[config.mk]
export PLATFORM = sky130hd
export DESIGN_NAME = ctrl_pipe_stage
export DESIGN_NICKNAME = d
export VERILOG_FILES = /design/src/rtl/ctrl_pipe_pkg.sv /design/src/rtl/ctrl_pipe_stage_decode.sv /design/src/rtl/ctrl_pipe_stage.sv
export SDC_FILE = /design/constraint.sdc
export NUM_CORES = 1
export LEC_CHECK = 0
export CORE_MARGIN = 8
export CORE_UTILIZATION = 40
export CTS_CLUSTER_DIAMETER = 150
export DETAILED_ROUTE_END_ITERATION = 8
export PLACE_DENSITY_LB_ADDON = 0.1
export SLEW_MARGIN = 20
export SYNTH_ARGS = -nofsm -noshare
export SYNTH_HDL_FRONTEND = slang
export SYNTH_HIERARCHICAL = 1
export SYNTH_SLANG_ARGS = --single-unit
[constraint.sdc]
create_clock -name clk -period 6.4 [get_ports clk]
set_input_delay 0.96 -clock clk [delete_from_list [all_inputs] [get_ports clk]]
set_output_delay 0.96 -clock clk [all_outputs]
set_load 0.01 [all_outputs]
[src/rtl/ctrl_pipe_pkg.sv]
// Shared types for the registered control stage:
// opcodes, ctrl bundle layout and the ucode gold table.
package ctrl_pipe_pkg;

  localparam int CTRL_WIDTH = 16;

  localparam logic [6:0] OPC_LUI    = 7'b0110111;
  localparam logic [6:0] OPC_AUIPC  = 7'b0010111;
  localparam logic [6:0] OPC_JAL    = 7'b1101111;
  localparam logic [6:0] OPC_JALR   = 7'b1100111;
  localparam logic [6:0] OPC_BRANCH = 7'b1100011;
  localparam logic [6:0] OPC_LOAD   = 7'b0000011;
  localparam logic [6:0] OPC_STORE  = 7'b0100011;
  localparam logic [6:0] OPC_OPIMM  = 7'b0010011;
  localparam logic [6:0] OPC_OP     = 7'b0110011;
  localparam logic [6:0] OPC_FENCE  = 7'b0001111;
  localparam logic [6:0] OPC_SYSTEM = 7'b1110011;

  localparam int B_JMP   = 0;
  localparam int B_BRA   = 1;
  localparam int B_M2R   = 2;
  localparam int B_REGW  = 3;
  localparam int B_MEMW  = 4;
  localparam int B_MEMR  = 5;
  localparam int B_LDEXT = 6;
  localparam int B_EXEB  = 9;
  localparam int B_EXEA  = 10;
  localparam int B_EXOP  = 11;

  typedef enum logic [4:0] {
    ALU_ADD, ALU_SUB, ALU_SLL, ALU_SLT,
    ALU_SLTU, ALU_XOR, ALU_SRL, ALU_SRA,
    ALU_OR, ALU_AND, ALU_LUI, ALU_BEQ,
    ALU_BNE, ALU_BLT, ALU_BGE, ALU_BLTU,
    ALU_BGEU
  } alu_op_e;

  typedef struct packed {
    alu_op_e    ex_op;
    logic       exea;
    logic       exeb;
    logic [2:0] ldext;
    logic       memr;
    logic       memw;
    logic       regw;
    logic       m2r;
    logic       bra;
    logic       jmp;
  } ctrl_t;

  localparam int UCODE_N = 40;

  localparam logic [47:0] UCODE [UCODE_N] = '{
    {32'h000012B7, 16'h5208}, {32'h00001297, 16'h0608},
    {32'h000000EF, 16'h0609}, {32'h000100E7, 16'h0209},
    {32'h00208063, 16'h5802}, {32'h00209063, 16'h6002},
    {32'h0020C063, 16'h6802}, {32'h0020D063, 16'h7002},
    {32'h0020E063, 16'h7802}, {32'h0020F063, 16'h8002},
    {32'h00008283, 16'h022C}, {32'h00009283, 16'h026C},
    {32'h0000A283, 16'h02AC}, {32'h0000C283, 16'h032C},
    {32'h0000D283, 16'h036C}, {32'h00208023, 16'h0210},
    {32'h00209023, 16'h0210}, {32'h0020A023, 16'h0210},
    {32'h00110093, 16'h0208}, {32'h00112093, 16'h1A08},
    {32'h00113093, 16'h2208}, {32'h00114093, 16'h2A08},
    {32'h00116093, 16'h4208}, {32'h00117093, 16'h4A08},
    {32'h00111093, 16'h1208}, {32'h00115093, 16'h3208},
    {32'h40115093, 16'h3A08}, {32'h00228333, 16'h0008},
    {32'h40228333, 16'h0808}, {32'h00229333, 16'h1008},
    {32'h0022A333, 16'h1808}, {32'h0022B333, 16'h2008},
    {32'h0022C333, 16'h2808}, {32'h0022D333, 16'h3008},
    {32'h4022D333, 16'h3808}, {32'h0022E333, 16'h4008},
    {32'h0022F333, 16'h4808}, {32'h0FF0000F, 16'h0000},
    {32'h00000073, 16'h0000}, {32'h00100073, 16'h0000}
  };

  function automatic logic [31:0] endian_swp_32(
    input logic [31:0] w
  );
    return {w[7:0], w[15:8], w[23:16], w[31:24]};
  endfunction

endpackage

[src/rtl/ctrl_pipe_stage_decode.sv]
// RV32I opcode decoder: instr to ctrl bundle,
// illegal flag and source-register usage.
module ctrl_decode
  import ctrl_pipe_pkg::*;
#(
  parameter bit ILLEGAL_TRAP = 1'b1
) (
  input  logic [31:0] instr,
  output ctrl_t       ctrl,
  output logic        illegal,
  output logic        uses_rs1,
  output logic        uses_rs2
);

  logic [6:0] opc;
  logic [2:0] f3;
  logic       alt;
  alu_op_e    alu_op;
  alu_op_e    br_op;
  logic       is_lui, is_auipc, is_jal, is_jalr;
  logic       is_br, is_load, is_store;
  logic       is_opimm, is_op, is_fence, is_sys;

  assign opc      = instr[6:0];
  assign f3       = instr[14:12];
  assign alt      = instr[30];
  assign is_lui   = opc == OPC_LUI;
  assign is_auipc = opc == OPC_AUIPC;
  assign is_jal   = opc == OPC_JAL;
  assign is_jalr  = opc == OPC_JALR;
  assign is_br    = opc == OPC_BRANCH;
  assign is_load  = opc == OPC_LOAD;
  assign is_store = opc == OPC_STORE;
  assign is_opimm = opc == OPC_OPIMM;
  assign is_op    = opc == OPC_OP;
  assign is_fence = opc == OPC_FENCE;
  assign is_sys   = opc == OPC_SYSTEM;

  // funct3 picks the ALU op; bit 30 picks SUB (reg-reg only) and SRA
  always_comb begin
    alu_op = ALU_ADD;
    case (f3)
      3'd0:    alu_op = (alt && is_op) ? ALU_SUB : ALU_ADD;
      3'd1:    alu_op = ALU_SLL;
      3'd2:    alu_op = ALU_SLT;
      3'd3:    alu_op = ALU_SLTU;
      3'd4:    alu_op = ALU_XOR;
      3'd5:    alu_op = alt ? ALU_SRA : ALU_SRL;
      3'd6:    alu_op = ALU_OR;
      default: alu_op = ALU_AND;
    endcase
  end

  // branch compare selection
  always_comb begin
    br_op = ALU_BEQ;
    case (f3)
      3'd1:    br_op = ALU_BNE;
      3'd4:    br_op = ALU_BLT;
      3'd5:    br_op = ALU_BGE;
      3'd6:    br_op = ALU_BLTU;
      3'd7:    br_op = ALU_BGEU;
      default: br_op = ALU_BEQ;
    endcase
  end

  // opcode class to control bundle
  always_comb begin
    ctrl     = '0;
    illegal  = 1'b0;
    uses_rs1 = 1'b0;
    uses_rs2 = 1'b0;
    unique case (1'b1)
      is_lui: begin
        ctrl.ex_op = ALU_LUI;
        ctrl.exeb  = 1'b1;
        ctrl.regw  = 1'b1;
      end
      is_auipc: begin
        ctrl.exea = 1'b1;
        ctrl.exeb = 1'b1;
        ctrl.regw = 1'b1;
      end
      is_jal: begin
        ctrl.exea = 1'b1;
        ctrl.exeb = 1'b1;
        ctrl.regw = 1'b1;
        ctrl.jmp  = 1'b1;
      end
      is_jalr: begin
        ctrl.exeb = 1'b1;
        ctrl.regw = 1'b1;
        ctrl.jmp  = 1'b1;
        uses_rs1  = 1'b1;
      end
      is_br: begin
        ctrl.ex_op = br_op;
        ctrl.bra   = 1'b1;
        uses_rs1   = 1'b1;
        uses_rs2   = 1'b1;
      end
      is_load: begin
        ctrl.exeb  = 1'b1;
        ctrl.ldext = f3;
        ctrl.memr  = 1'b1;
        ctrl.regw  = 1'b1;
        ctrl.m2r   = 1'b1;
        uses_rs1   = 1'b1;
      end
      is_store: begin
        ctrl.exeb = 1'b1;
        ctrl.memw = 1'b1;
        uses_rs1  = 1'b1;
        uses_rs2  = 1'b1;
      end
      is_opimm: begin
        ctrl.ex_op = alu_op;
        ctrl.exeb  = 1'b1;
        ctrl.regw  = 1'b1;
        uses_rs1   = 1'b1;
      end
      is_op: begin
        ctrl.ex_op = alu_op;
        ctrl.regw  = 1'b1;
        uses_rs1   = 1'b1;
        uses_rs2   = 1'b1;
      end
      is_fence, is_sys: ;
      default: illegal = ILLEGAL_TRAP;
    endcase
  end

endmodule

[src/rtl/ctrl_pipe_stage.sv]
// Registered decode stage with skid buffer,
// load-use bubble insertion and flush.
module ctrl_pipe_stage
  import ctrl_pipe_pkg::*;
#(
  parameter int CTRL_W       = 16,
  parameter bit EN_HAZARD    = 1'b1,
  parameter bit ILLEGAL_TRAP = 1'b1
) (
  input  logic              clk,
  input  logic              rst_n,
  input  logic              flush,
  input  logic              in_valid,
  output logic              in_ready,
  input  logic [31:0]       in_instr,
  input  logic [31:0]       in_pc,
  output logic              out_valid,
  input  logic              out_ready,
  output logic [31:0]       out_instr,
  output logic [31:0]       out_pc,
  output logic [CTRL_W-1:0] out_ctrl,
  output logic [4:0]        out_rd,
  output logic              out_illegal,
  output logic              hazard_stall
);

  logic        main_valid, main_ill;
  logic [31:0] main_instr, main_pc;
  ctrl_t       main_ctrl;
  logic        skid_valid;
  logic [31:0] skid_instr, skid_pc;
  logic [31:0] cand_instr, cand_pc;
  logic        cand_present, can_load;
  logic        rs_hit, hazard, load_main, in_fire;
  logic [4:0]  main_rd;
  ctrl_t       dec_ctrl;
  logic        dec_ill, dec_rs1, dec_rs2;

  ctrl_decode #(
    .ILLEGAL_TRAP(ILLEGAL_TRAP)
  ) u_dec (
    .instr   (cand_instr),
    .ctrl    (dec_ctrl),
    .illegal (dec_ill),
    .uses_rs1(dec_rs1),
    .uses_rs2(dec_rs2)
  );

  assign in_ready     = !skid_valid;
  assign in_fire      = in_valid && in_ready;
  assign cand_instr   = skid_valid ? skid_instr : in_instr;
  assign cand_pc      = skid_valid ? skid_pc : in_pc;
  assign cand_present = skid_valid || in_valid;
  assign can_load     = !main_valid || out_ready;
  assign main_rd      = main_instr[11:7];

  assign rs_hit =
    (dec_rs1 && cand_instr[19:15] == main_rd) ||
    (dec_rs2 && cand_instr[24:20] == main_rd);

  assign hazard = EN_HAZARD && main_valid &&
    main_ctrl.memr && main_rd != 5'd0 &&
    cand_present && rs_hit;

  assign hazard_stall = can_load && hazard;
  assign load_main    = can_load && !hazard &&
    cand_present && !flush;

  assign out_valid   = main_valid;
  assign out_instr   = main_instr;
  assign out_pc      = main_pc;
  assign out_ctrl    = main_ctrl;
  assign out_rd      = main_rd;
  assign out_illegal = main_ill;

  // main register: load candidate, bubble on hazard, hold on stall
  always_ff @(posedge clk or negedge rst_n) begin
    if (!rst_n) begin
      main_valid <= 1'b0;
      main_instr <= '0;
      main_pc    <= '0;
      main_ctrl  <= '0;
      main_ill   <= 1'b0;
    end else if (flush) begin
      main_valid <= 1'b0;
    end else if (load_main) begin
      main_valid <= 1'b1;
      main_instr <= cand_instr;
      main_pc    <= cand_pc;
      main_ctrl  <= dec_ctrl;
      main_ill   <= dec_ill;
    end else if (can_load) begin
      main_valid <= 1'b0;
    end
  end

  // skid: catch an accepted input main could not take
  always_ff @(posedge clk or negedge rst_n) begin
    if (!rst_n) begin
      skid_valid <= 1'b0;
      skid_instr <= '0;
      skid_pc    <= '0;
    end else if (flush) begin
      skid_valid <= 1'b0;
    end else if (skid_valid) begin
      if (load_main) skid_valid <= 1'b0;
    end else if (in_fire && !load_main) begin
      skid_valid <= 1'b1;
      skid_instr <= in_instr;
      skid_pc    <= in_pc;
    end
  end

endmodule

==> summary.txt, run 1 <==
Status
  – Status: completed

GRT
  – GRT overflow: 0
  – First-pass GRT wire length: about 27 mm
  – Initial antenna violation count: 0
  – Vias in the first global route: 4,958
  – Total GRT Usage: 0.1559
  – Maximum number of pins on one net before global-route repair: 79

CTS
  – Number of post-CTS setup repair buffers: 0
  – Clock Latency Late Sink: 0.42 ns
  – Num CTS Buffers: 17
  – Resize count post-CTS: 0
  – Deepest clock path buffer count: 2
  – Clock slew at reported path FFs: 0.06 ns
  – CTS tree: built
  – CTS Sinks: around 150
  – H-tree depth: 4
  – Root buf cell: clkbuf_16
  – Hold buffer count at CTS: 0

Timing
  – Final min period: 4.599 ns
  – Final setup violation count: 0
  – Sum Neg Setup Slack: 0 ns
  – Worst-Margin Slew: 0.9136 ns
  – Layout Skew: 0.009349 ns
  – FMAX: 0.2174 GHz
  – Slew headroom: 0.3909
  – Fin worst setup slack: 1.801 ns
  – RSZ-0062 raised after global routing: no
  – Slew Viols, Final: 0
  – Hold Violations, Final: 0
  – Tcrit/Tclk final: 0.7186

Setup path
  – R2r worst-path depth: 10
  – RR Endpoint: out_pc[28]
  – Worst EP required: 5.44 ns
  – R2R Setup Slk: 1.96 ns
  – Slowest-stage cell, CP: clkdlybuf4s50_1
  – Critical Path Start Type: primary input
  – Source of the worst register-to-register timing path: skid_valid
  – CP Cell Sequence: clkdlybuf4s50_1 > mux2_2 > and3b_2 > nor2_1 > nor3_1 > nand3_1 > nor4_1 > o21a_1 > clkdlybuf4s50_1
  – WP data arrival: 3.64 ns
  – CP endpoint kind: output pin
  – Worst path most repeated cell: clkdlybuf4s50_1
  – CP max FO: 11
  – Worst setup path class: in -> out
  – Critical Path Max Stage Delay: ~0.54 ns

Finish
  – Antenna fix cells: 0
  – Filler Cells Inserted: 1,454
  – Area of the multi-input gates: approximately 3000 sq um
  – Sequential cell area: between 3000 and 4000 sq um
  – Fin cells: 879
  – Nets@finish: approximately 700
  – Ratio of cells with drive above 1 in the final layout: 0.3899
  – Area Growth Syn to Fin: 31.68%
  – Fin util: 0.5380
  – Design Area, Final: 9273 sq um

Power
  – P_int: 0.002162 W
  – Leakage: 3.825 nW
  – Sw frac: 0.2539
  – Psw: 0.0007358 W
  – Maximum VDD drop: 187.4 uV
  – P per Cell Area: around 310 nW/um^2
  – Combinational power share: 0.209
  – Flop pwr share: 0.428
  – Clock network fraction of total power: 0.364

Floorplan
  – Die ar.: about 22,000 sq um
  – Die width: 148.7 um
  – Die H: 148.7 um
  – Starting density of the core: 0.4085
  – # rows: 48
  – Core ar.: 17,240 sq um
  – # IOs: 158

Yosys
  – Top-count cell post-synth: mux2_2
  – Synth cell types: 48
  – Post-synth EDFFs: 0
  – Sequential fraction of the synthesis area: 0.5224
  – YS warnings: 6
  – Area share of the largest cell type after synthesis: 0.5224
  – Ranking of synthesized cells by area: dfrtp_1 52%, mux2_2 32%, buf_6 1.9%
  – Synth area leader: dfrtp_1
  – Synthesized Nets: 566
  – Synthesized flop and latch total: 147
  – Post-Syn Area: 7042 sq um
  – Synth Area per Inst: 14.17 sq um
  – Post-synth ARST share: 1.000
  – Synth cell count leaders: 198 x mux2_2, 147 x dfrtp_1, 14 x buf_4
  – Syn Inst Count: 497
  – Top FF cell, synth: dfrtp_1

Hold path
  – Hold Startpoint: skid_pc[4]
  – Hold crit path type: reg -> reg
  – Min-Delay Endpoint: skid_pc[4]
  – Hold path depth: 1

Placement
  – DP Worst Slack: 1.515 ns
  – Hpwl dp: roughly 12 mm
  – GPL Wtd Cong: 0.8217
  – Placed Area: approximately 8600 sq um
  – IO Port Bufs: 157
  – Placed Cells incl. Taps: 847

Drt
  – Total vias in the final route: 4,510
  – Wirelength per Cell: 18.89 um
  – DR pass1 iterations: 4
  – Post-Route WL: 16.60 mm
  – DRC viols: 0
  – Vias/cell: 5.131
  – Iteration-0 DRC Markers: 200
  – ANT nets after route: 0

Run
  – Max-cap viol count: 0
## final cells by class
type	count	share of cell area
inverters	5	0.002024
repair buffers	163	0.1745
clock inverters	15	0.02186
well taps	225	0.03036
multi-input cells	307	0.3286
flip-flops and latches	147	0.3968
clock buffers	17	0.04588
## cell families (layout without fill, tap and decap cells)
family / after synthesis / in the layout / synth area share
buf+inv: 43 / 200 / 0.04495
compound gates: 30 / 30 / 0.03216
simple gates: 58 / 58 / 0.05011
flops: 147 / 147 / 0.5224
xor+xnor: 10 / 10 / 0.01244
mux: 209 / 209 / 0.3380
## stage by stage
step	total power, W	hold WS (ns)
floorplan	0.001555	0.4522
global placement	0.001847	0.4619
detailed placement	0.001868	0.4742
CTS	0.002940	0.4880
global route	0.003049	0.5056
finish	0.002898	0.4830
## worst max-delay path by stage
stage                           start            end  slack, ns  cells after the start
final                     in_instr[4]   hazard_stall       1.80                      9
after global routing       skid_valid   hazard_stall       1.68                      7
after CTS                  skid_valid   hazard_stall       1.80                      8
after detailed placement  in_instr[2]  out_instr[28]       1.52                     11
after global placement    in_instr[2]     out_pc[18]       1.57                     11
after floorplan            skid_valid    skid_pc[10]       2.63                     13
## power by group through the flow
stage               Combinational, W  Clock [W]  Sequential, W
floorplan                   0.000294          0        0.00126
global placement            0.000600          0        0.00125
detailed placement          0.000614          0        0.00125
CTS                         0.000616    0.00108        0.00124
global route                0.000656    0.00113        0.00127
finish                      0.000604    0.00105        0.00124
## critical path: cells and delay by family
kind | cells | cell delay (ns)
AOI/OAI and AO/OA | 1 | 0.16
buffers and inverters | 2 | 0.97
muxes | 1 | 0.38
and+or+nand+nor | 5 | 1.17
## layer usage
layer	up-vias	share of wire	track usage
met3	17	0.064	0.05257
met2	115	0.47	0.2434
met4	0	0.011	0.05252
met5	-	0	0
li1	2082	-	-
met1	2296	0.46	0.1985
## cells in the final DEF (no fill, tap or decap), types with 2 or more instances in the layout
master,count
nor2_1,12
mux2_1,4
nor3_1,6
nand2b_1,3
clkinvlp_4,5
dfrtp_1,146
nand3_1,6
inv_6,4
or3_1,2
nor2b_1,2
mux2_4,7
nor4_1,4
xnor2_1,2
o2111ai_1,2
o211ai_1,2
xor2_1,8
nand2_1,9
clkinv_2,2
o21ai_0,5
clkdlybuf4s50_1,156
clkbuf_16,17
mux2_2,198
and2_1,3
buf_4,6
bufinv_16,4
a21oi_1,9
inv_1,5
## flip-flops by register name (all words and copies together), names as in the netlist
name	flops
out_ctrl	16
skid_valid	1
out_pc	32
skid_pc	32
out_valid	1
out_illegal	1
out_instr	32
skid_instr	32
No activity file was read; power rests on OpenSTA's default activity.
==> run 2: changes to the inputs <==
- clock period: 6.4 -> 4.4 ns (I/O delays scaled with it)
==> run 2 against run 1 <==
Effect of this change:
- flip-flop and latch count unchanged
- count of clock-buffer cells in the layout up 2
- routed wire length grew 0.37%
- highest routed layer unchanged
- design area increased by 0.32%
- clock skew is 0.0022 ns lower
==> summary.txt, run 2 (synthesized netlist as in run 1, its figures left out) <==
Status
  – Status: completed (unchanged)

CTS
  – Number of post-CTS setup repair buffers: 0 (unchanged)
  – CTS tree: built (unchanged)
  – Clock slew at reported path FFs: 0.06 ns (about the same)
  – CTS Sinks: 147 (unchanged)
  – Hold buffer count at CTS: 0 (unchanged)
  – H-tree depth: 4 (unchanged)
  – Clock Latency Late Sink: 0.42 ns (about the same)
  – Resize count post-CTS: 0 (unchanged)
  – Deepest clock path buffer count: 2 (unchanged)
  – Num CTS Buffers: 17 (unchanged)
  – Root buf cell: clkbuf_16 (unchanged)

Drt
  – Vias/cell: 5.080 (was 5.131)
  – ANT nets after route: 0 (unchanged)
  – Iteration-0 DRC Markers: 178 (was 200)
  – DRC viols: 0 (unchanged)
  – Post-Route WL: 16.66 mm (was 16.60 mm)
  – Total vias in the final route: 4,481 (was 4,510)
  – DR pass1 iterations: 4 (unchanged)
  – Wirelength per Cell: 18.89 um (about the same)

Placement
  – Placed Cells incl. Taps: 850 (was 847)
  – DP Worst Slack: 0.2915 ns (was 1.515 ns)
  – IO Port Bufs: 157 (unchanged)
  – GPL Wtd Cong: 0.7281 (was 0.8217)
  – Hpwl dp: 11.44 mm (was 11.53 mm)

Floorplan
  – Die ar.: 22,110 sq um (unchanged)
  – Die H: 148.7 um (unchanged)
  – # IOs: 158 (unchanged)
  – Starting density of the core: 0.4085 (unchanged)
  – # rows: 48 (unchanged)
  – Die width: 148.7 um (unchanged)
  – Core ar.: 17,240 sq um (unchanged)

Timing
  – Final setup violation count: 0 (unchanged)
  – RSZ-0062 raised after global routing: no (unchanged)
  – Layout Skew: 0.007177 ns (was 0.009349 ns)
  – Worst-Margin Slew: 0.9011 ns (was 0.9136 ns)
  – Fin worst setup slack: 0.4526 ns (was 1.801 ns)
  – Hold Violations, Final: 0 (unchanged)
  – Final min period: between 3 and 4 ns
  – Slew Viols, Final: 0 (unchanged)
  – Slew headroom: 0.3993 (was 0.3909)
  – FMAX: 0.2533 GHz
  – Sum Neg Setup Slack: 0 ns (unchanged)
  – Tcrit/Tclk final: 0.8971

Power
  – Maximum VDD drop: 279.3 uV (was 187.4 uV)
  – P per Cell Area: 447.8 nW/um^2 (was 312.5 nW/um^2)
  – Leakage: 3.847 nW (was 3.825 nW)
  – Total power: 0.004166 W (was 0.002898 W)

Finish
  – Antenna fix cells: 0 (unchanged)
  – Area Growth Syn to Fin: 32.11% (was 31.68%)
  – Nets@finish: 713 (was 710)
  – Ratio of cells with drive above 1 in the final layout: 0.3927 (was 0.3899)
  – Most common cell after layout, fill and taps aside: mux2_2 (unchanged)
  – Most frequent cells in the layout: 198 x mux2_2, 156 x clkdlybuf4s50_1, 146 x dfrtp_1, 17 x clkbuf_16, 12 x nor2_1 (unchanged)
  – Fin cells: 882 (was 879)

GRT
  – First-pass GRT wire length: 27.15 mm (was 26.95 mm)
  – Initial antenna violation count: 0 (unchanged)
  – Vias in the first global route: 4,977 (was 4,958)
  – Maximum number of pins on one net before global-route repair: 99 (was 79)
  – GRT overflow: 0 (unchanged)
  – Total GRT Usage: 0.1560 (was 0.1559)

Setup path
  – CP max FO: 12 (was 11)
  – Critical Path Start Type: flip-flop (was primary input)
  – CP endpoint kind: output pin (unchanged)
  – Crit path from: skid_valid (was in_instr[4])
  – Worst EP required: 3.74 ns (was 5.44 ns)
  – WP data arrival: 3.29 ns (was 3.64 ns)
  – Worst setup path class: reg -> out (was in -> out)
  – Source of the worst register-to-register timing path: skid_valid (unchanged)

Hold path
  – Hold crit path type: in -> async (was reg -> reg)

Run
  – Max-cap viol count: 0 (unchanged)
-- run 2: cell count changes in the layout (fill, tap and decap cells not counted) --
cell        before  now
clkbuf_8         0    2
buf_4            6    7
buf_12           0    2
clkinvlp_4       5    4
clkinv_4         0    1
bufinv_16        4    3
inv_6            4    1
clkinv_2         2    4
-- run 2: worst max-delay path: stages (launching register included) --
cell and delay, ns:
dfrtp_2 0.57, mux2_2 0.49, nor3_4 0.33, nand2_1 0.12, a21oi_1 0.28, nand4_1 0.13, nor4_1 0.22, o21a_1 0.18
clkdlybuf4s50_1 0.54
-- run 2: metal layers --
| layer | GRT usage | share of wire | vias up | routed length [um] |
|---|---|---|---|---|
| li1 | - | - | 2086 | - |
| met1 | 0.1969 | 0.44 | 2247 | 7403 |
| met2 | 0.2480 | 0.48 | 127 | 7986 |
| met3 | 0.04862 | 0.062 | 21 | 1030 |
| met4 | 0.05405 | 0.015 | 0 | 244 |
| met5 | 0 | 0 | - | 0 |
-- run 2: where the power goes --
part / switching, W / internal [W] / leakage (nW)
registers: 0.000160 / 0.00164 / 1.79
logic: 0.000328 / 0.000555 / 1.76
clock network: 0.000564 / 0.000920 / 0.291
-- run 2: per-stage QoR --
stage	utilization	cell area (sq um)	hold WS, ns
after global routing	0.5397	9303	0.4423
after detailed placement	0.5043	8692	0.4735
after floorplan	-	7042	0.3644
after CTS	0.5397	9303	0.3897
after global placement	0.5043	8692	0.4624
final	0.5397	9303	0.3556
-- run 2: cell type report --
class,count,area [sq um]
clock buffers,19,452.9
clock inverters,13,157.7
fillers,1455,7934
flip-flops and latches,147,3680
multi-input cells,307,3047
repair buffers,166,1665
inverters,5,18.77
well taps,225,281.5
-- run 2: path summary, 6_finish.rpt --
| path | to | slack [ns] | cells past startpoint |
|---|---|---|---|
| setup / recovery | hazard_stall | 0.45 | 8 |
| hold / removal | out_instr[29] | 0.36 | 1 |
| setup reg to reg | skid_pc[27] | 0.72 | 10 |
| hold reg to reg | skid_pc[7] | 0.48 | 1 |
| max in group asynchronous | skid_pc[14] | 3.12 | 2 |
| min in group clk | skid_pc[7] | 0.48 | 1 |
